==> config.mk <==
export PLATFORM = sky130hd
export DESIGN_NAME = imem_loader
export DESIGN_NICKNAME = d
export VERILOG_FILES = /design/src/rtl/imem_loader_pkg.sv /design/src/rtl/imem_word_packer.sv /design/src/rtl/imem_loader.sv
export SDC_FILE = /design/constraint.sdc
export NUM_CORES = 1
export LEC_CHECK = 0
export CORE_UTILIZATION = 55
export DETAILED_ROUTE_END_ITERATION = 10
export GPL_ROUTABILITY_DRIVEN = 0
export PLACE_DENSITY = 0.76
export SLEW_MARGIN = 10
export SYNTH_ARGS = -nofsm -noshare
export SYNTH_HDL_FRONTEND = slang
export SYNTH_SLANG_ARGS = --single-unit
==> constraint.sdc <==
create_clock -name clk -period 6.65 [get_ports clk]
set_clock_uncertainty 0.1 [all_clocks]
set_input_delay 0.665 -clock clk [delete_from_list [all_inputs] [get_ports clk]]
set_output_delay 0.665 -clock clk [all_outputs]
set_load 0.01 [all_outputs]
==> src/rtl/imem_loader_pkg.sv <==
// Shared types and constants for the instruction memory loader.
// Frame: LEN lo, LEN hi, N*4 data bytes (LSB first), checksum.
package imem_loader_pkg;

  typedef enum logic [2:0] {
    LD_LEN0 = 3'd0,
    LD_LEN1 = 3'd1,
    LD_DATA = 3'd2,
    LD_CSUM = 3'd3,
    LD_DONE = 3'd4,
    LD_ERR  = 3'd5
  } ld_state_t;

  localparam int HDR_BYTES = 2;
  localparam int WORD_BYTES = 4;
  localparam logic [1:0] LANE_LAST = 2'd3;

endpackage

==> src/rtl/imem_word_packer.sv <==
// Packs four bytes, LSB first, into a 32-bit word.
// word_valid pulses with the fourth byte; word is valid with it.
module imem_word_packer
  import imem_loader_pkg::*;
(
  input  logic        clk,
  input  logic        reset,
  input  logic        clear,
  input  logic        byte_valid,
  input  logic [7:0]  byte_data,
  output logic        word_valid,
  output logic [31:0] word
);

  logic [1:0]  lane;
  logic [23:0] sr;

  assign word_valid = byte_valid && (lane == LANE_LAST);
  assign word = {byte_data, sr};

  // lane counter and low-lane holding register
  always_ff @(posedge clk or negedge reset) begin
    if (!reset) begin
      lane <= 2'd0;
      sr   <= 24'd0;
    end else if (clear) begin
      lane <= 2'd0;
      sr   <= 24'd0;
    end else if (byte_valid) begin
      lane <= lane + 2'd1;
      unique case (lane)
        2'd0: sr[7:0]   <= byte_data;
        2'd1: sr[15:8]  <= byte_data;
        2'd2: sr[23:16] <= byte_data;
        default: ;
      endcase
    end
  end

endmodule

==> src/rtl/imem_loader.sv <==
// Loads a checksummed image into instruction memory and
// holds the CPU in reset until the image is verified.
module imem_loader
  import imem_loader_pkg::*;
#(
  parameter int ADDR_W = 15,
  parameter int CNT_W  = 16
) (
  input  logic              clk,
  input  logic              reset,
  input  logic [7:0]        in_data,
  input  logic              in_valid,
  output logic              in_ready,
  input  logic              rearm,
  output logic              mem_we,
  output logic [ADDR_W-1:0] mem_addr,
  output logic [31:0]       mem_wdata,
  output logic              cpu_reset,
  output logic              done,
  output logic              err
);

  localparam int CW = ADDR_W + 1;

  ld_state_t        state;
  logic [7:0]       len_lo;
  logic [7:0]       acc;
  logic [CNT_W-1:0] n_words;
  logic [CW-1:0]    wcnt;

  logic             take;
  logic             data_byte;
  logic             word_done;
  logic [31:0]      word_next;
  logic [CNT_W-1:0] n_hdr;
  logic             too_big;
  logic             last_word;

  assign take = in_valid && in_ready && !rearm;
  assign data_byte = take && (state == LD_DATA);
  assign n_hdr = CNT_W'({in_data, len_lo});
  assign too_big = 32'(n_hdr) > (32'd1 << ADDR_W);
  assign last_word =
    (32'(wcnt) + 32'd1) == 32'(n_words);

  imem_word_packer u_packer (
    .clk        (clk),
    .reset      (reset),
    .clear      (rearm),
    .byte_valid (data_byte),
    .byte_data  (in_data),
    .word_valid (word_done),
    .word       (word_next)
  );

  // frame FSM, checksum, word counter and registered outputs
  always_ff @(posedge clk or negedge reset) begin
    if (!reset) begin
      state     <= LD_LEN0;
      len_lo    <= 8'd0;
      acc       <= 8'd0;
      n_words   <= '0;
      wcnt      <= '0;
      in_ready  <= 1'b1;
      mem_we    <= 1'b0;
      mem_addr  <= '0;
      mem_wdata <= 32'd0;
      cpu_reset <= 1'b1;
      done      <= 1'b0;
      err       <= 1'b0;
    end else begin
      mem_we <= 1'b0;
      if (rearm) begin
        state     <= LD_LEN0;
        acc       <= 8'd0;
        wcnt      <= '0;
        in_ready  <= 1'b1;
        cpu_reset <= 1'b1;
        done      <= 1'b0;
        err       <= 1'b0;
      end else if (take) begin
        unique case (state)
          LD_LEN0: begin
            len_lo <= in_data;
            acc    <= acc ^ in_data;
            state  <= LD_LEN1;
          end
          LD_LEN1: begin
            n_words <= n_hdr;
            acc     <= acc ^ in_data;
            if (n_hdr == '0) begin
              state <= LD_CSUM;
            end else if (too_big) begin
              state    <= LD_ERR;
              err      <= 1'b1;
              in_ready <= 1'b0;
            end else begin
              state <= LD_DATA;
            end
          end
          LD_DATA: begin
            acc <= acc ^ in_data;
            if (word_done) begin
              mem_we    <= 1'b1;
              mem_wdata <= word_next;
              mem_addr  <= wcnt[ADDR_W-1:0];
              wcnt      <= wcnt + 1'b1;
              if (last_word) state <= LD_CSUM;
            end
          end
          LD_CSUM: begin
            in_ready <= 1'b0;
            if (in_data == acc) begin
              state     <= LD_DONE;
              done      <= 1'b1;
              cpu_reset <= 1'b0;
            end else begin
              state <= LD_ERR;
              err   <= 1'b1;
            end
          end
          default: ;
        endcase
      end
    end
  end

endmodule

==> summary by stage <==
Clock tree
The CTS tree is built. The count of hold-fix buffers inserted at cts is 0. After clock tree synthesis, the clock-pin slew on the worst setup and hold paths is 0.06 ns. CTS placed an instance of sky130_fd_sc_hd__clkbuf_8 at the clock tree root.

Counting every sink on the clock net gives 129. The level count of the clock H-tree is 4. The insertion delay of the later-clocked pin in the worst-skew pair is 0.53 ns. After clock tree synthesis, the repair step resized 0 gates. In this run, CTS created clock tree buffers numbering 17. The total setup buffers inserted after CTS is 0. In this run the deepest clock path goes through 2 buffers.

Timing
Hold timing on the final database bottoms out at a slack of 0.1343 ns. Subtracting the final worst setup slack from the clock period gives 2.904 ns. The count of endpoints failing setup in the final report is 0. The final worst slack is 3.746 ns. The maximum frequency from static timing analysis is 344.3 MHz. At the pin with the least slew margin, the transition time is 1.045 ns. The max-slew headroom at the worst pin is 0.3030. Setup repair after global routing left no endpoint under its margin.

Summed over all failing endpoints, the final setup total negative slack is 0 ns. The final-report hold violation count is 0. The final number of max-transition violations is 0.

In the finished design, the share of the clock period the worst path needs comes to 0.4367.

Job
The max capacitance violation total is 0.

Synth
Counting flops and latches in the post-synthesis netlist gives 129. The post-synthesis cell area is 6015 µm². The count of mapped cells out of synthesis is 654. The main combinational cell family by area after synthesis is simple AND/OR/NAND/NOR gates. The share of the synthesized netlist area taken by xor and xnor gates is 0.03786.

The compound-cell area share of the yosys netlist is 0.09881. After synthesis, the netlist uses 53 different library cells. The synthesized area per cell is 9.197 µm². The area fraction in and, or, nand and nor cells after synthesis is 0.2317. The synthesized design contains 0 enable-type register cells. Synthesis produced a netlist with a net count of 671. The post-synthesis share of cell area spent on full adders, half adders and majority gates is 0.01040. The proportion of synthesized flip-flops having asynchronous set or reset is 1.000. For this run, the leading register cell type out of synthesis is sky130_fd_sc_hd__dfrtp_1. The number of warnings printed during yosys synthesis is 0. The mux contribution to synthesized area is 0.05014. The sequential cell area fraction in the yosys report is 0.5371.

Die
The floorplan step defined a die boundary enclosing 11360 µm². The chip width is 106.6 µm. The die is 106.6 µm tall.

The site row count is 37. The area of the core is 10460 µm². The number of primary I/O pins is 64. The starting utilization of the core area is 0.5749.

Routing
The DRC violations left is 0. The total number of vias is 4878. The detailed router finished its first iteration with 407 violations.

The final antenna-violating net count is 0. The detailed-router iteration count before antenna repair is 8. The final layout contains routed wiring with a total length of 13650 µm. In the routed layout, each cell is associated on average with a via count of 5.773. Dividing the detail-routed wire length by the instance count gives 16.16 µm.

Cells and area
Relative to the synthesized area, the layout overhead comes to 20.35%. The final-stage net count is 713. Across the whole layout, storage elements account for 3231 µm².

Of the cells placed in the final design, the portion with a size suffix greater than 1 is 0.1072. Leaving out fill and tap cells, the most frequent cell in the layout is sky130_fd_sc_hd__nand2_1. The count of fill cells added during filler insertion is 816. The area of the multi-input gates is 2586 µm².

In the layout the commonest cells are sky130_fd_sc_hd__nand2_1, sky130_fd_sc_hd__dfrtp_1, sky130_fd_sc_hd__clkdlybuf4s50_1, sky130_fd_sc_hd__o21ai_0, sky130_fd_sc_hd__nand3_1. The total inserted antenna cells is 0.

GRT
Global routing finished with a remaining overflow of 0. The number of antenna violations at the first check in global routing was 0. The global-route wire length before repair is 22990 µm. The largest net degree at the start of global routing is 69. For this run, the total global-route usage over all layers was measured as 0.2619. The number of global-route vias before repair is 4742.

Critical path
The last element of the critical path is state[0]. The worst endpoint required time is 6.98 ns. STA classifies the critical path startpoint as a flop. The setup slack of the most critical reg-to-reg path is 3.75 ns.

The worst setup path is captured at a flop. In this run the worst setup path begins at wcnt[0]. In this run the critical register-to-register path is captured at state[0]. Of all nets on the critical path, the largest fanout is 6.

The reg-to-reg startpoint is wcnt[0]. Counting cells, the worst reg-to-reg path comes to 9. The type of the worst setup path is reg2reg. The arrival time of the worst setup path is 3.23 ns.

Placed design
OpenSTA, run right after detailed placement, puts the worst setup slack at 3.293 ns. The wire-length estimate of the detail-placed layout is 8546 µm. Input and output buffers added on the ports amount to 63.

Outcome
The run finished with clean final reports.

Power and ir drop
In this run the power density over the cells is 290.7 nW/µm². The internal portion of the total power is 1.525 mW. The post-layout total power is 2.104 mW. Of the total power, the share spent switching nets is 0.2753. The fraction of power consumed by sequential logic is 0.453.

The share of total power dissipated in combinational logic is 0.135. The share of total power dissipated in the clock network is 0.413. The static leakage is 3.225 nW. The worst-case IR drop observed on VDD is 181.6 µV.

The power spent charging and discharging nets is 579.3 µW.

Min path
The worst hold path belongs to the class in2async.
==> area by class of cell <==
class | count | area share
Clock buffer | 18 | 0.05912
Clock inverter | 14 | 0.01815
Inverter | 7 | 0.003630
Multi-Input combinational cell | 473 | 0.3573
Sequential cell | 129 | 0.4463
Tap cell | 136 | 0.02351
Timing Repair Buffer | 68 | 0.09196
==> cells in the mapped netlist (2+ instances only) <==
master / n / area (µm²)
sky130_fd_sc_hd__a21o_1: 4 / 30.03
sky130_fd_sc_hd__a21oi_1: 30 / 150.1
sky130_fd_sc_hd__a31oi_1: 3 / 18.77
sky130_fd_sc_hd__a41oi_1: 2 / 17.52
sky130_fd_sc_hd__and2_1: 3 / 18.77
sky130_fd_sc_hd__and3_1: 6 / 37.54
sky130_fd_sc_hd__buf_1: 6 / 22.52
sky130_fd_sc_hd__buf_2: 4 / 20.02
sky130_fd_sc_hd__clkbuf_1: 34 / 127.6
sky130_fd_sc_hd__dfrtp_1: 127 / 3178
sky130_fd_sc_hd__dfstp_2: 2 / 52.55
sky130_fd_sc_hd__ha_1: 5 / 62.56
sky130_fd_sc_hd__inv_1: 7 / 26.28
sky130_fd_sc_hd__mux2_2: 25 / 281.5
sky130_fd_sc_hd__mux2i_1: 2 / 20.02
sky130_fd_sc_hd__nand2_1: 195 / 732.0
sky130_fd_sc_hd__nand2b_1: 2 / 12.51
sky130_fd_sc_hd__nand3_1: 35 / 175.2
sky130_fd_sc_hd__nand4_1: 9 / 56.30
sky130_fd_sc_hd__nor2_1: 32 / 120.1
sky130_fd_sc_hd__nor2b_1: 2 / 12.51
sky130_fd_sc_hd__nor3_1: 6 / 30.03
sky130_fd_sc_hd__nor4_1: 8 / 50.05
sky130_fd_sc_hd__o21ai_0: 43 / 215.2
sky130_fd_sc_hd__o31ai_1: 8 / 60.06
sky130_fd_sc_hd__or3_1: 3 / 18.77
sky130_fd_sc_hd__xnor2_1: 23 / 201.4
sky130_fd_sc_hd__xor2_1: 3 / 26.28
==> metal layers <==
metal  vias to the layer above  routed length (µm)  global-route usage
li1                       2291                   -                   -
met1                      2399                6004              0.3553
met2                       170                6585              0.4124
met3                        18                 846             0.05593
met4                         0                 215              0.1057
met5                         -                   0                   0
==> sequential cells by signal, summed over array words and instances (netlist names), 2 cells and up <==
register and cells:
mem_wdata 32, state 3, wcnt 16, mem_addr 15, u_packer.lane 2, n_words 16
acc 8, len_lo 8, u_packer.sr 24
==> per-stage QoR <==
step	instances	util	instance area (µm²)
3_5_place_dp	813	0.6384	6679
5_1_grt	845	0.6918	7238
3_3_place_gp	813	0.6384	6679
4_1_cts	845	0.6918	7238
6_report	845	0.6918	7238
2_1_floorplan	654	-	6015
==> power by group through the flow <==
stage / sequential [mW] / combinational, mW / clock, mW
final: 0.953 / 0.283 / 0.868
after global routing: 0.961 / 0.311 / 0.913
after CTS: 0.950 / 0.284 / 0.880
after detailed placement: 0.963 / 0.281 / 0
after global placement: 0.956 / 0.271 / 0
after floorplan: 0.934 / 0.220 / 0
==> worst min-delay path by stage <==
stage	cells after the start	startpoint	endpoint	slack [ns]
floorplan	0	reset	acc[0]	0.27
global placement	2	mem_addr[9]	mem_addr[9]	0.35
detailed placement	2	mem_wdata[26]	mem_wdata[26]	0.35
CTS	1	reset	mem_addr[10]	0.16
global route	1	reset	mem_addr[6]	0.20
finish	1	reset	mem_addr[10]	0.13
==> critical path, cell delays in order, from the launching register on <==
cell and delay (ns):
sky130_fd_sc_hd__dfrtp_1 0.48, sky130_fd_sc_hd__ha_1 0.30, sky130_fd_sc_hd__nand3_1 0.17, sky130_fd_sc_hd__or3_4 0.44, sky130_fd_sc_hd__or4b_4 0.49, sky130_fd_sc_hd__o211ai_2 0.07
sky130_fd_sc_hd__a21o_1 0.17, sky130_fd_sc_hd__o2111ai_1 0.15, sky130_fd_sc_hd__and2_4 0.21, sky130_fd_sc_hd__o31ai_2 0.22
==> kinds of logic (layout without fill, tap and decap cells) <==
group | Yosys count | count (layout)
XOR/XNOR | 26 | 26
AO/OA/AOI/OAI | 101 | 101
AND/OR/NAND/NOR | 314 | 314
adder cells (fa/ha/maj) | 5 | 5
multiplexers | 27 | 27
flip-flops | 129 | 129
buffers and inverters | 52 | 107
(Power assumes the default switching activity.)
